**config.mk**
```make
export PLATFORM = sky130hd
export DESIGN_NAME = ahb_arbiter
export DESIGN_NICKNAME = d
export VERILOG_FILES = /design/src/rtl/ahb_defs.sv /design/src/rtl/ahb_arb_rr.sv /design/src/rtl/ahb_arbiter.sv
export SDC_FILE = /design/constraint.sdc
export NUM_CORES = 1
export LEC_CHECK = 0
export ABC_AREA = 1
export CORE_MARGIN = 1.5
export CORE_UTILIZATION = 29
export CTS_BUF_LIST = sky130_fd_sc_hd__clkbuf_16
export DETAILED_ROUTE_END_ITERATION = 8
export GPL_TIMING_DRIVEN = 0
export PLACE_DENSITY_LB_ADDON = 0.15
export SYNTH_ARGS = -nofsm -noshare
export SYNTH_HDL_FRONTEND = slang
export SYNTH_SLANG_ARGS = --single-unit
export TNS_END_PERCENT = 50
```
**constraint.sdc**
```tcl
create_clock -name HCLK -period 3.8 [get_ports HCLK]
set_input_delay 0.95 -clock HCLK [delete_from_list [all_inputs] [get_ports HCLK]]
set_output_delay 0.95 -clock HCLK [all_outputs]
set_load 0.05 [all_outputs]
```
**src/rtl/ahb_defs.sv**
```systemverilog
// Shared AHB-2 encodings and burst helpers used by the arbiter slice.
package ahb_defs;

  typedef enum logic [1:0] {
    HT_IDLE   = 2'd0,
    HT_BUSY   = 2'd1,
    HT_NONSEQ = 2'd2,
    HT_SEQ    = 2'd3
  } htrans_e;

  typedef enum logic [2:0] {
    HB_SINGLE = 3'd0,
    HB_INCR   = 3'd1,
    HB_WRAP4  = 3'd2,
    HB_INCR4  = 3'd3,
    HB_WRAP8  = 3'd4,
    HB_INCR8  = 3'd5,
    HB_WRAP16 = 3'd6,
    HB_INCR16 = 3'd7
  } hburst_e;

  typedef enum logic [1:0] {
    HR_OKAY  = 2'd0,
    HR_ERROR = 2'd1,
    HR_RETRY = 2'd2,
    HR_SPLIT = 2'd3
  } hresp_e;

  // Fixed-length bursts are the only ones that must not be broken.
  function automatic logic is_fixed(input logic [2:0] burst);
    return burst >= 3'(HB_WRAP4);
  endfunction

  // Remaining beats after the NONSEQ beat of a burst.
  function automatic logic [3:0] beats_left(input logic [2:0] burst);
    case (burst)
      HB_WRAP4,  HB_INCR4:  return 4'd3;
      HB_WRAP8,  HB_INCR8:  return 4'd7;
      HB_WRAP16, HB_INCR16: return 4'd15;
      default:              return 4'd0;
    endcase
  endfunction

endpackage

```
**src/rtl/ahb_arb_rr.sv**
```systemverilog
// Combinational round-robin picker: searches (rr+1) mod NUM_M through rr.
module ahb_arb_rr #(
  parameter int NUM_M = 4
) (
  input  logic [NUM_M-1:0] req,
  input  logic [1:0]       rr,
  output logic [NUM_M-1:0] win,
  output logic             valid
);

  logic [1:0] idx;

  // First requester after the pointer wins; the pointer holder is checked last.
  always_comb begin
    // NOTE: every output gets a default first so no path leaves it unassigned (no latch).
    win   = '0;
    valid = 1'b0;
    idx   = '0;
    for (int i = 1; i <= NUM_M; i++) begin
      idx = 2'((int'(rr) + i) % NUM_M);
      if (!valid && req[idx]) begin
        win[idx] = 1'b1;
        valid    = 1'b1;
      end
    end
  end

endmodule

```
**src/rtl/ahb_arbiter.sv**
```systemverilog
// AHB-2 arbiter: round-robin grant, burst/lock aware handover, owner pipeline.
module ahb_arbiter
  import ahb_defs::*;
#(
  parameter int NUM_M = 4,
  parameter int DEF_M = 0
) (
  input  logic             HCLK,
  input  logic             HRESET,
  input  logic [NUM_M-1:0] HBUSREQ,
  input  logic [NUM_M-1:0] HLOCK,
  input  logic [1:0]       HTRANS,
  input  logic [2:0]       HBURST,
  input  logic [1:0]       HRESP,
  input  logic             HREADY,
  output logic [NUM_M-1:0] HGRANT,
  output logic [1:0]       HMASTER,
  output logic [1:0]       HMASTER_D,
  output logic             HMASTLOCK
);

  localparam logic [NUM_M-1:0] DEF_GRANT = NUM_M'(1) << DEF_M;

  logic [3:0]       bcnt;
  logic [1:0]       rr;
  logic [1:0]       gidx;
  logic [NUM_M-1:0] win;
  logic             win_valid;
  logic             hop;
  logic             lk;
  htrans_e          trans;

  assign trans = htrans_e'(HTRANS);

  // Index of the currently granted master (HGRANT is always one-hot).
  always_comb begin
    gidx = '0;
    for (int i = 0; i < NUM_M; i++) begin
      if (HGRANT[i]) gidx = 2'(i);
    end
  end

  // Legal handover: no fixed burst in flight, last beat issuing, or idle bus.
  assign hop = ((bcnt == 4'd0) && !((trans == HT_NONSEQ) && is_fixed(HBURST)))
            || ((bcnt == 4'd1) && (trans == HT_SEQ))
            || (trans == HT_IDLE);

  // Locked master keeps the bus as long as it keeps requesting.
  assign lk = HLOCK[gidx] && HBUSREQ[gidx];

  ahb_arb_rr #(.NUM_M(NUM_M)) u_rr (
    .req   (HBUSREQ),
    .rr    (rr),
    .win   (win),
    .valid (win_valid)
  );

  // Burst beat counter; an ERROR wait state terminates the burst.
  always_ff @(posedge HCLK) begin
    if (HRESET) begin
      // NOTE: sequential state uses non-blocking assignments so all flops update together.
      bcnt <= '0;
    end else if (!HREADY) begin
      if (hresp_e'(HRESP) == HR_ERROR) bcnt <= '0;
    end else begin
      case (trans)
        HT_NONSEQ: bcnt <= beats_left(HBURST);
        HT_SEQ:    if (bcnt != 4'd0) bcnt <= bcnt - 4'd1;
        HT_IDLE:   bcnt <= '0;
        default:   bcnt <= bcnt;
      endcase
    end
  end

  // Grant, round-robin pointer and address/data owner pipeline.
  always_ff @(posedge HCLK) begin
    if (HRESET) begin
      HGRANT    <= DEF_GRANT;
      rr        <= 2'(DEF_M);
      HMASTER   <= 2'(DEF_M);
      HMASTER_D <= 2'(DEF_M);
      HMASTLOCK <= 1'b0;
    end else if (HREADY) begin
      if (hop && !lk) begin
        if (win_valid) begin
          HGRANT <= win;
          for (int i = 0; i < NUM_M; i++) begin
            if (win[i]) rr <= 2'(i);
          end
        end else begin
          HGRANT <= DEF_GRANT;
        end
      end
      HMASTER   <= gidx;
      HMASTLOCK <= HLOCK[gidx];
      HMASTER_D <= HMASTER;
    end
  end

endmodule

```
; After elaboration in Yosys (flattened, before gate mapping)
; Cells that the tools add are included.
[classes]
n_addsub = 5
multipliers = 0
div = 0
order_cmp = 10
eq_ne = 12
shifts = 0
muxes = 41
bitwise = 3
n_reduce_logical = 30
[ops]
columns = cell, n
row1 = $mux W4, 8
row2 = $pmux W4 S3, 2
row3 = $lt A2 B3 Y1 const B, 5
row4 = $mux W1, 15
row5 = $bmux W1 S2, 6
row6 = $eq A3 B3 Y1 const B, 4
row7 = $logic_and A1 B1 Y1, 12
row8 = $mux W2, 6
row9 = $or A4 B4 Y4, 3
row10 = $demux W1 S2, 4
row11 = $ge A2 B1 Y1 const B, 4
row12 = $reduce_bool A4 Y1, 2
row13 = $eq A3 B2 Y1 const B, 2
row14 = $reduce_or A2 Y1, 3
row15 = $logic_not A1 Y1, 5
row16 = $add A2 B1 Y2 const B, 2
row17 = $add A2 B2 Y2 const B, 2
row18 = $eq A2 B2 Y1 const B, 2
row19 = $eq A4 B1 Y1 const B, 1
row20 = $logic_not A4 Y1, 1
row21 = $ne A4 B1 Y1 const B, 1
row22 = $reduce_and A4 Y1, 1
row23 = $sub A4 B1 Y4 const B, 1
row24 = $ge A3 B2 Y1 const B, 1
row25 = 7 further kinds, 8
[totals]
reg_bits = 15
latch_bits = 0
mem_bits_rw = 0
mem_bits_ro = 0
in_bits = 18
out_inout_bits = 9
elab_cells = 107
mem_count = 0

; Logic depth before layout (Yosys ltp)
; Gate-level depths: netlist of the first run.
[depth]
word_depth = 17
mapped_depth = 14
ltp_nobuf = 14

; Cells and area by module
; A second synthesis of the first run with hierarchy kept.
[unflattened]
cells_unflattened = 233
area_unflattened_um2 = 1445.1
[by_module_without_submodules]
columns = module, instances, cells_each, area_each_um2, seq_area_each_um2
row1 = ahb_arbiter, 1, 153, 993.5, 300.3
row2 = ahb_arb_rr, 1, 80, 451.7, 0.0

; Worst setup path before layout of the first run
; No wires, ideal clock.
[synth_path]
kind = reg-to-reg
from = register rr[0]
to = register rr[0]
setup_time_ps = 115
t_arrival_ps = 1930
t_required_ps = 3685
path_slack_ps = 1755
path_stages_with_launch = 15
n_path_buf = 0
period_less_slack_ps = 2045
cell_sequence = dfxtp_1 -> inv_2 -> ha_1 -> inv_1 -> nand3_2 -> nand2_4 -> nand2_2 -> nor2_4 -> nand3_1 -> inv_1 -> nor2_1 -> a21oi_1 -> nand3_1 -> nand2_1 -> nor2_1
[synth_between]
elab_chain_cells = 16
word_cells_on_any_way = 54
classes_between = add/sub: 4 / order compare: 8 / mux: 27 / bitwise: 3 / reduce/logical: 12
[synth_lines]
columns = item, line_no
row1 = from (decl), ahb_arbiter.sv:25  ; logic [1:0] rr;
row2 = from (signal assigned), ahb_arbiter.sv:79  ; rr <= 2'(DEF_M);
row3 = from (signal assigned), ahb_arbiter.sv:88  ; if (win[i]) rr <= 2'(i);
row4 = branches (longest 16 deep; another with $lt A2 B3 Y1), --
; Parallel ways; which one is timed is not known. The select of a mux whose other input is x is not followed.
; A chain may end at the register's enable or synchronous reset.

; Worst setup path in the final report of the first run
[layout_path]
from = input port HBUSREQ[2]
to = register rr[1]
[layout_between]
elab_chain_cells = 15
word_cells_on_any_way = 35
classes_between = mux: 21 / bitwise: 3 / reduce/logical: 11
[layout_lines]
columns = item, line_no
row1 = from (decl), ahb_arbiter.sv:10  ; input logic [NUM_M-1:0] HBUSREQ,
row2 = $bmux W1 S2, ahb_arb_rr.sv:21  ; if (!valid && req[idx]) begin
row3 = $mux W1 (not written as such), ahb_arb_rr.sv:21
row4 = $mux W1, ahb_arb_rr.sv:21
row5 = $logic_not A1 Y1, ahb_arb_rr.sv:21
row6 = $logic_and A1 B1 Y1, ahb_arb_rr.sv:21
row7 = $mux W1, ahb_arb_rr.sv:21
row8 = $logic_not A1 Y1, ahb_arb_rr.sv:21
row9 = $logic_and A1 B1 Y1, ahb_arb_rr.sv:21
row10 = $mux W1, ahb_arb_rr.sv:21
row11 = $logic_not A1 Y1, ahb_arb_rr.sv:21
row12 = $logic_and A1 B1 Y1, ahb_arb_rr.sv:21
row13 = $mux W4, ahb_arb_rr.sv:21
row14 = $mux W2 (3 in a row), ahb_arbiter.sv:88
; Parallel ways exist; a longest one is shown, timed or not. The select of a mux whose other input is x is not followed.

==> flow_summary.json, run 1 <==
{
  "status": "finished, final reports clean",
  "cp.required_ns": 3.98,
  "nFillCells": 488,
  "holdPathStages": 2,
  "grt_pass1_vias": 1213,
  "antenna_cells": 0,
  "cp_common_cell": "nand2_1",
  "max_freq_ghz": 0.400,
  "syn_nets": 236,
  "vias": 1334,
  "cts_inserted_buffers": 3,
  "yosysTopAreaCell": "dfxtp_1",
  "fin_nets": 264,
  "path_class": "in2reg",
  "fin_cells": 283,
  "yosysTopAreaCellShare": 0.227,
  "worstHoldStart": "HMASTER[0]",
  "worstSetupStartpointType": "input pin",
  "path_cells": "clkdlybuf4s50_1 -> nand2_1 -> nand3_4 -> nand2_4 -> nand3_1 -> nand2_1 -> nor2_2 -> nand2_2 -> nor2_2 -> nand2_2 -> nand2_1 -> nand2_1 -> a21oi_2",
  "holdBufCountCts": 0,
  "overflow": 0,
  "arrival_ns": 2.68,
  "cts_num_sinks": 15,
  "finalHoldViolations": 0,
  "syn_area_mm2": 0.00132,
  "ios": 27,
  "viasPerCell": 4.71,
  "clkLatencyLatePin_ns": 0.24,
  "holdCritPathClass": "reg2reg",
  "worst_setup_path_end_kind": "flip-flop",
  "dp_cells": 279,
  "period_needed_ns": 2.50,
  "synth_cell_types": 25,
  "maxSlewViolCount": 0,
  "routed_wl_mm": 3.18,
  "grt_max_degree": 12,
  "initial_core_util": 0.301,
  "path_buf_inv": 1,
  "max_stage_delay_ns": 0.54,
  "seq_area_frac_synth": 0.227,
  "synth_warnings": 0,
  "setup_viol": 0,
  "chipHeight_um": 70.5,
  "critPathLaunch": "HBUSREQ[2]",
  "setup_ws_ns": 1.30,
  "wl_per_cell_um": 11.2,
  "io_buffers": 23,
  "grt_pass1_wl_mm": 5.41,
  "drt-pass1-iter-count": 4,
  "syn_inst": 204,
  "period_share": 0.658,
  "area_growth_pct": 28.3,
  "postSynthAreaPerCell_um2": 6.48,
  "setup_tns_ns": 0,
  "maxCapViolations": 0,
  "worstMarginPinSlew_ns": 0.507,
  "dp_slack_ns": 1.06,
  "crit_slowest_cell": "clkdlybuf4s50_1",
  "ys_top_cells_by_area": "dfxtp_1 23%, ha_1 13%, nand2_1 12%",
  "drtIter0Drc": 46,
  "core_mm2": 0.00438,
  "row_count": 24,
  "dieArea_mm2": 0.00497,
  "clk_pin_slew_ns": 0.05,
  "fin_worst_skew_ns": 0.00207,
  "critical_path.top_delay_family": "simple AND/OR/NAND/NOR gates",
  "grt_setup_unrepaired": "no",
  "h-tree-depth": 1,
  "drive_above_1_share": 0.0996,
  "die_x_um": 70.5,
  "ant_nets": 0,
  "powerDensity_mw_per_mm2": 697,
  "reg2reg_to": "rr[1]",
  "routabilityCongestion": 0.816,
  "r2r_slack_ns": 1.34,
  "r2r_cells": 14,
  "grt_usage": 0.131,
  "holdPathEnd": "HMASTER_D[0]",
  "synth-seq-cells": 15,
  "cp.depth": 13,
  "tritoncts": "yes",
  "crit_fanout": 7,
  "max_slew_margin": 0.661,
  "route.detailed.drc": 0,
  "clock_path_buffers": 2,
  "postCtsSetupRepairBufs": 0,
  "antenna_found_initial": 0,
  "ir_drop_v": 0.000297,
  "cts_root_buffer": "clkbuf_16",
  "place_hpwl_mm": 2.49,
  "cts_resized": 0,
  "power_leakage_nw": 0.806,
  "r2r-start": "rr[0]"
}
[where the power goes]
part           total (mW)  internal [mW]  switching [mW]  leakage [nW]
Sequential          0.231          0.188          0.0430         0.123
Combinational       0.748          0.256           0.492         0.640
Clock               0.202          0.139          0.0623        0.0423
Total                1.18          0.584           0.597         0.806
[cells in the mapped netlist (all sizes together)]
| library cell | count |
|---|---|
| o21bai | 1 |
| o21ai | 16 |
| inv | 28 |
| o211a | 1 |
| ha | 14 |
| dfxtp | 15 |
| nand2 | 51 |
| clkbuf | 2 |
| nor3 | 1 |
| nand3 | 26 |
| nand4 | 1 |
| nand3b | 1 |
| a21oi | 18 |
| xnor2 | 1 |
| a31oi | 1 |
| o211ai | 3 |
| nor2 | 24 |
[worst register-to-register path: cells and delay by family, from the launching register on]
| family | cells | cell delay (ns) |
|---|---|---|
| DFF | 1 | 0.59 |
| buffers and inverters | 2 | 0.30 |
| adders and majority gates | 1 | 0.40 |
| AOI/OAI and AO/OA | 1 | 0.05 |
| and+or+nand+nor | 10 | 0.99 |
[cell usage in the layout (no fill, tap or decap), types with 2 or more instances in the layout]
| master | n |
|---|---|
| o21ai_0 | 16 |
| clkbuf_1 | 2 |
| ha_1 | 14 |
| nor2_2 | 4 |
| clkbuf_16 | 3 |
| inv_1 | 28 |
| nor2_1 | 19 |
| dfxtp_1 | 15 |
| nand2_2 | 7 |
| o211ai_1 | 3 |
| a21oi_1 | 17 |
| nand3_1 | 22 |
| clkdlybuf4s50_1 | 23 |
| nand2_1 | 43 |
| nand3_2 | 3 |
[sequential cells by signal, indices dropped and copies added, names as in the netlist]
signal,flops
HMASTER,2
HGRANT,4
bcnt,4
HMASTLOCK,1
HMASTER_D,2
rr,2
[how the worst max path moves through the flow]
stage	slack, ns	to
after floorplan	1.75	rr[0]
after global placement	1.06	rr[1]
after detailed placement	1.06	rr[1]
after CTS	1.31	rr[1]
after global routing	1.10	rr[1]
final	1.30	rr[1]
[through the flow]
step	instance area [um^2]	total power, mW	hold slack [ns]	util
after floorplan	1320	0.811	0.481	-
after global placement	1620	0.981	0.469	0.369
after detailed placement	1620	0.982	0.464	0.369
after CTS	1700	1.19	0.477	0.387
after global routing	1700	1.28	0.493	0.387
final	1700	1.18	0.475	0.387
[cells by family after synthesis]
| group | Yosys count | synth area share |
|---|---|---|
| simple gates | 104 | 0.379 |
| compound gates | 40 | 0.170 |
| buf+inv | 30 | 0.0852 |
| flops | 15 | 0.227 |
| fa+ha+maj | 14 | 0.133 |
| xor+xnor | 1 | 0.00663 |
[area by class of cell]
cell class | count | area, um^2 | area share
Buffer | 2 | 7.51 | 0.00443
Clock buffer | 3 | 75.1 | 0.0443
Clock inverter | 1 | 3.75 | 0.00221
Inverter | 28 | 105 | 0.0620
Multi-Input combinational cell | 159 | 908 | 0.536
Sequential cell | 15 | 300 | 0.177
Tap cell | 52 | 65.1 | 0.0384
Timing Repair Buffer | 23 | 230 | 0.136
[layer usage]
metal  up-vias  GRT usage  wire [um]
met5         -          0          0
met4         0     0.0192          0
met3         0     0.0274        141
met2        32      0.201       1370
met1       580      0.191       1660
li1        722          -          -
Power figures use the tool's default switching activity.
==> run 2: changes to the inputs <==
- clock period: 3.8 -> 2.3 ns (I/O delays scaled with it)
==> run 2 against run 1 <==
Effect of this change: design area rose by 1.2%; final cell count did not move; clock power rose by 65%; utilization rose by 0.46 points; power rose by 68%; combinational power rose by 68%; critical endpoint is now bcnt[1].
==> flow_summary.json, run 2 (same netlist as run 1, synthesis figures left out) <==
{
  "antenna_cells": 0,
  "holdPathEnd": "HMASTER_D[0]",
  "overflow": 0,
  "finalHoldViolations": 0,
  "initial_core_util": 0.301,
  "fin_worst_skew_ns": 0.00203,
  "critical_path.top_delay_family": "buffers and inverters",
  "area_growth_pct": 29.8,
  "cts_num_sinks": 15,
  "tritoncts": "yes",
  "dp_cells": 279,
  "routabilityCongestion": 0.816,
  "worst_setup_path_end_kind": "flip-flop",
  "worstMarginPinSlew_ns": 0.507,
  "fin_cells": 283,
  "ir_drop_v": 0.000487,
  "grt_setup_unrepaired": "no",
  "path_buf_inv": 4,
  "route.detailed.drc": 0,
  "ant_nets": 0,
  "reg2reg_to": "rr[1]",
  "fin_nets": 264,
  "grt_pass1_vias": 1213,
  "crit_slowest_cell": "clkdlybuf4s50_1",
  "r2r_cells": 14,
  "layout_common_cells": "43 x nand2_1, 27 x inv_1, 23 x clkdlybuf4s50_1",
  "routed_wl_mm": 3.14,
  "viasPerCell": 4.71,
  "path_class": "in2reg",
  "grt_max_degree": 12,
  "grt_pass1_wl_mm": 5.41,
  "io_buffers": 23,
  "arrival_ns": 2.22,
  "chipHeight_um": 70.5,
  "cp.required_ns": 2.43,
  "setup_viol": 0,
  "clock_path_buffers": 2,
  "dieArea_mm2": 0.00497,
  "top_regs": "HGRANT x4, bcnt x4",
  "nFillCells": 489,
  "wl_per_cell_um": 11.1,
  "clk_pin_slew_ns": 0.05,
  "power_leakage_nw": 0.808,
  "core_mm2": 0.00438,
  "r2r-start": "rr[0]",
  "grt_usage": 0.131,
  "worstHoldStart": "HMASTER[0]",
  "cts_inserted_buffers": 3,
  "h-tree-depth": 1,
  "status": "finished, final reports clean",
  "die_x_um": 70.5,
  "drtIter0Drc": 43,
  "path_cells": "clkdlybuf4s50_1 -> inv_1 -> ha_1 -> inv_1 -> o211ai_1 -> nand2_1 -> inv_1 -> o21ai_0 -> a21oi_1",
  "crit_fanout": 6,
  "period_needed_ns": 2.09,
  "row_count": 24,
  "setup_ws_ns": 0.212,
  "period_share": 0.908,
  "antenna_found_initial": 0,
  "drt-pass1-iter-count": 4,
  "clkLatencyLatePin_ns": 0.24,
  "drive_above_1_share": 0.121,
  "setup_tns_ns": 0,
  "ios": 27,
  "cp_common_cell": "inv_1",
  "worstSetupStartpointType": "input pin",
  "powerDensity_mw_per_mm2": 1160,
  "maxSlewViolCount": 0,
  "holdBufCountCts": 0,
  "vias": 1332,
  "place_hpwl_mm": 2.49,
  "dp_slack_ns": -0.140,
  "holdCritPathClass": "reg2reg",
  "maxCapViolations": 0,
  "cts_root_buffer": "clkbuf_16",
  "max_stage_delay_ns": 0.48,
  "max_slew_margin": 0.661,
  "layout_commonest_cell": "nand2_1",
  "r2r_slack_ns": 0.24,
  "power_mw": 1.98,
  "holdPathStages": 2,
  "max_freq_ghz": 0.479
}
## run 2: worst max-delay path by stage
stage          startpoint       to  slack, ns  depth (start not counted)
6_report        HTRANS[0]  bcnt[1]       0.21                          9
4_1_cts             rr[0]    rr[1]       0.03                         14
3_3_place_gp        rr[0]    rr[1]      -0.15                         14
2_1_floorplan       rr[0]    rr[0]       0.25                         14
3_5_place_dp        rr[0]    rr[1]      -0.14                         14
5_1_grt         HTRANS[0]  bcnt[1]       0.03                          9
## run 2: power by group
part           leakage (nW)  total (mW)  internal, mW  switching, mW
Combinational         0.641        1.26         0.442          0.818
Sequential            0.124       0.391         0.318         0.0734
Clock                0.0423       0.333         0.230          0.103
## run 2: cell type report
cell class / count / area [um^2] / area share
inverters: 28 / 105 / 0.0613
clock buffers: 3 / 75.1 / 0.0438
clock inverters: 1 / 3.75 / 0.00219
repair buffers: 23 / 230 / 0.134
flip-flops and latches: 15 / 305 / 0.178
well taps: 52 / 65.1 / 0.0379
multi-input cells: 159 / 923 / 0.538
plain buffers: 2 / 7.51 / 0.00438
## run 2: layer usage
metal	track usage	vias up	wire, um
met2	0.201	30	1350
met3	0.0274	0	139
met5	0	-	0
li1	-	725	-
met1	0.191	577	1650
met4	0.0192	0	0
## run 2: repair_timing
item	in CTS	in global routing
setup buffers	0	0
resized for setup	2	4
endpoints found under the hold margin	0	0
endpoints found under the setup margin	2	2
## run 2: worst register-to-register path, stage by stage (launching register included)
cell and delay, ns:
dfxtp_4 0.42, inv_2 0.13, ha_4 0.27, inv_1 0.09, nand3_2 0.15, nand2_4 0.15, nand2_2 0.08, nor2_4 0.11
nand3_1 0.12, nand3_2 0.11, nor2_2 0.04, nand2_2 0.07, nand2_1 0.06, nand2_1 0.07, a21oi_2 0.05
## run 2: stage by stage
| stage | hold slack [ns] | utilization | cell area [um^2] |
|---|---|---|---|
| final | 0.475 | 0.391 | 1720 |
| after detailed placement | 0.464 | 0.369 | 1620 |
| after floorplan | 0.481 | - | 1320 |
| after global routing | 0.493 | 0.391 | 1720 |
| after CTS | 0.477 | 0.387 | 1700 |
| after global placement | 0.469 | 0.369 | 1620 |
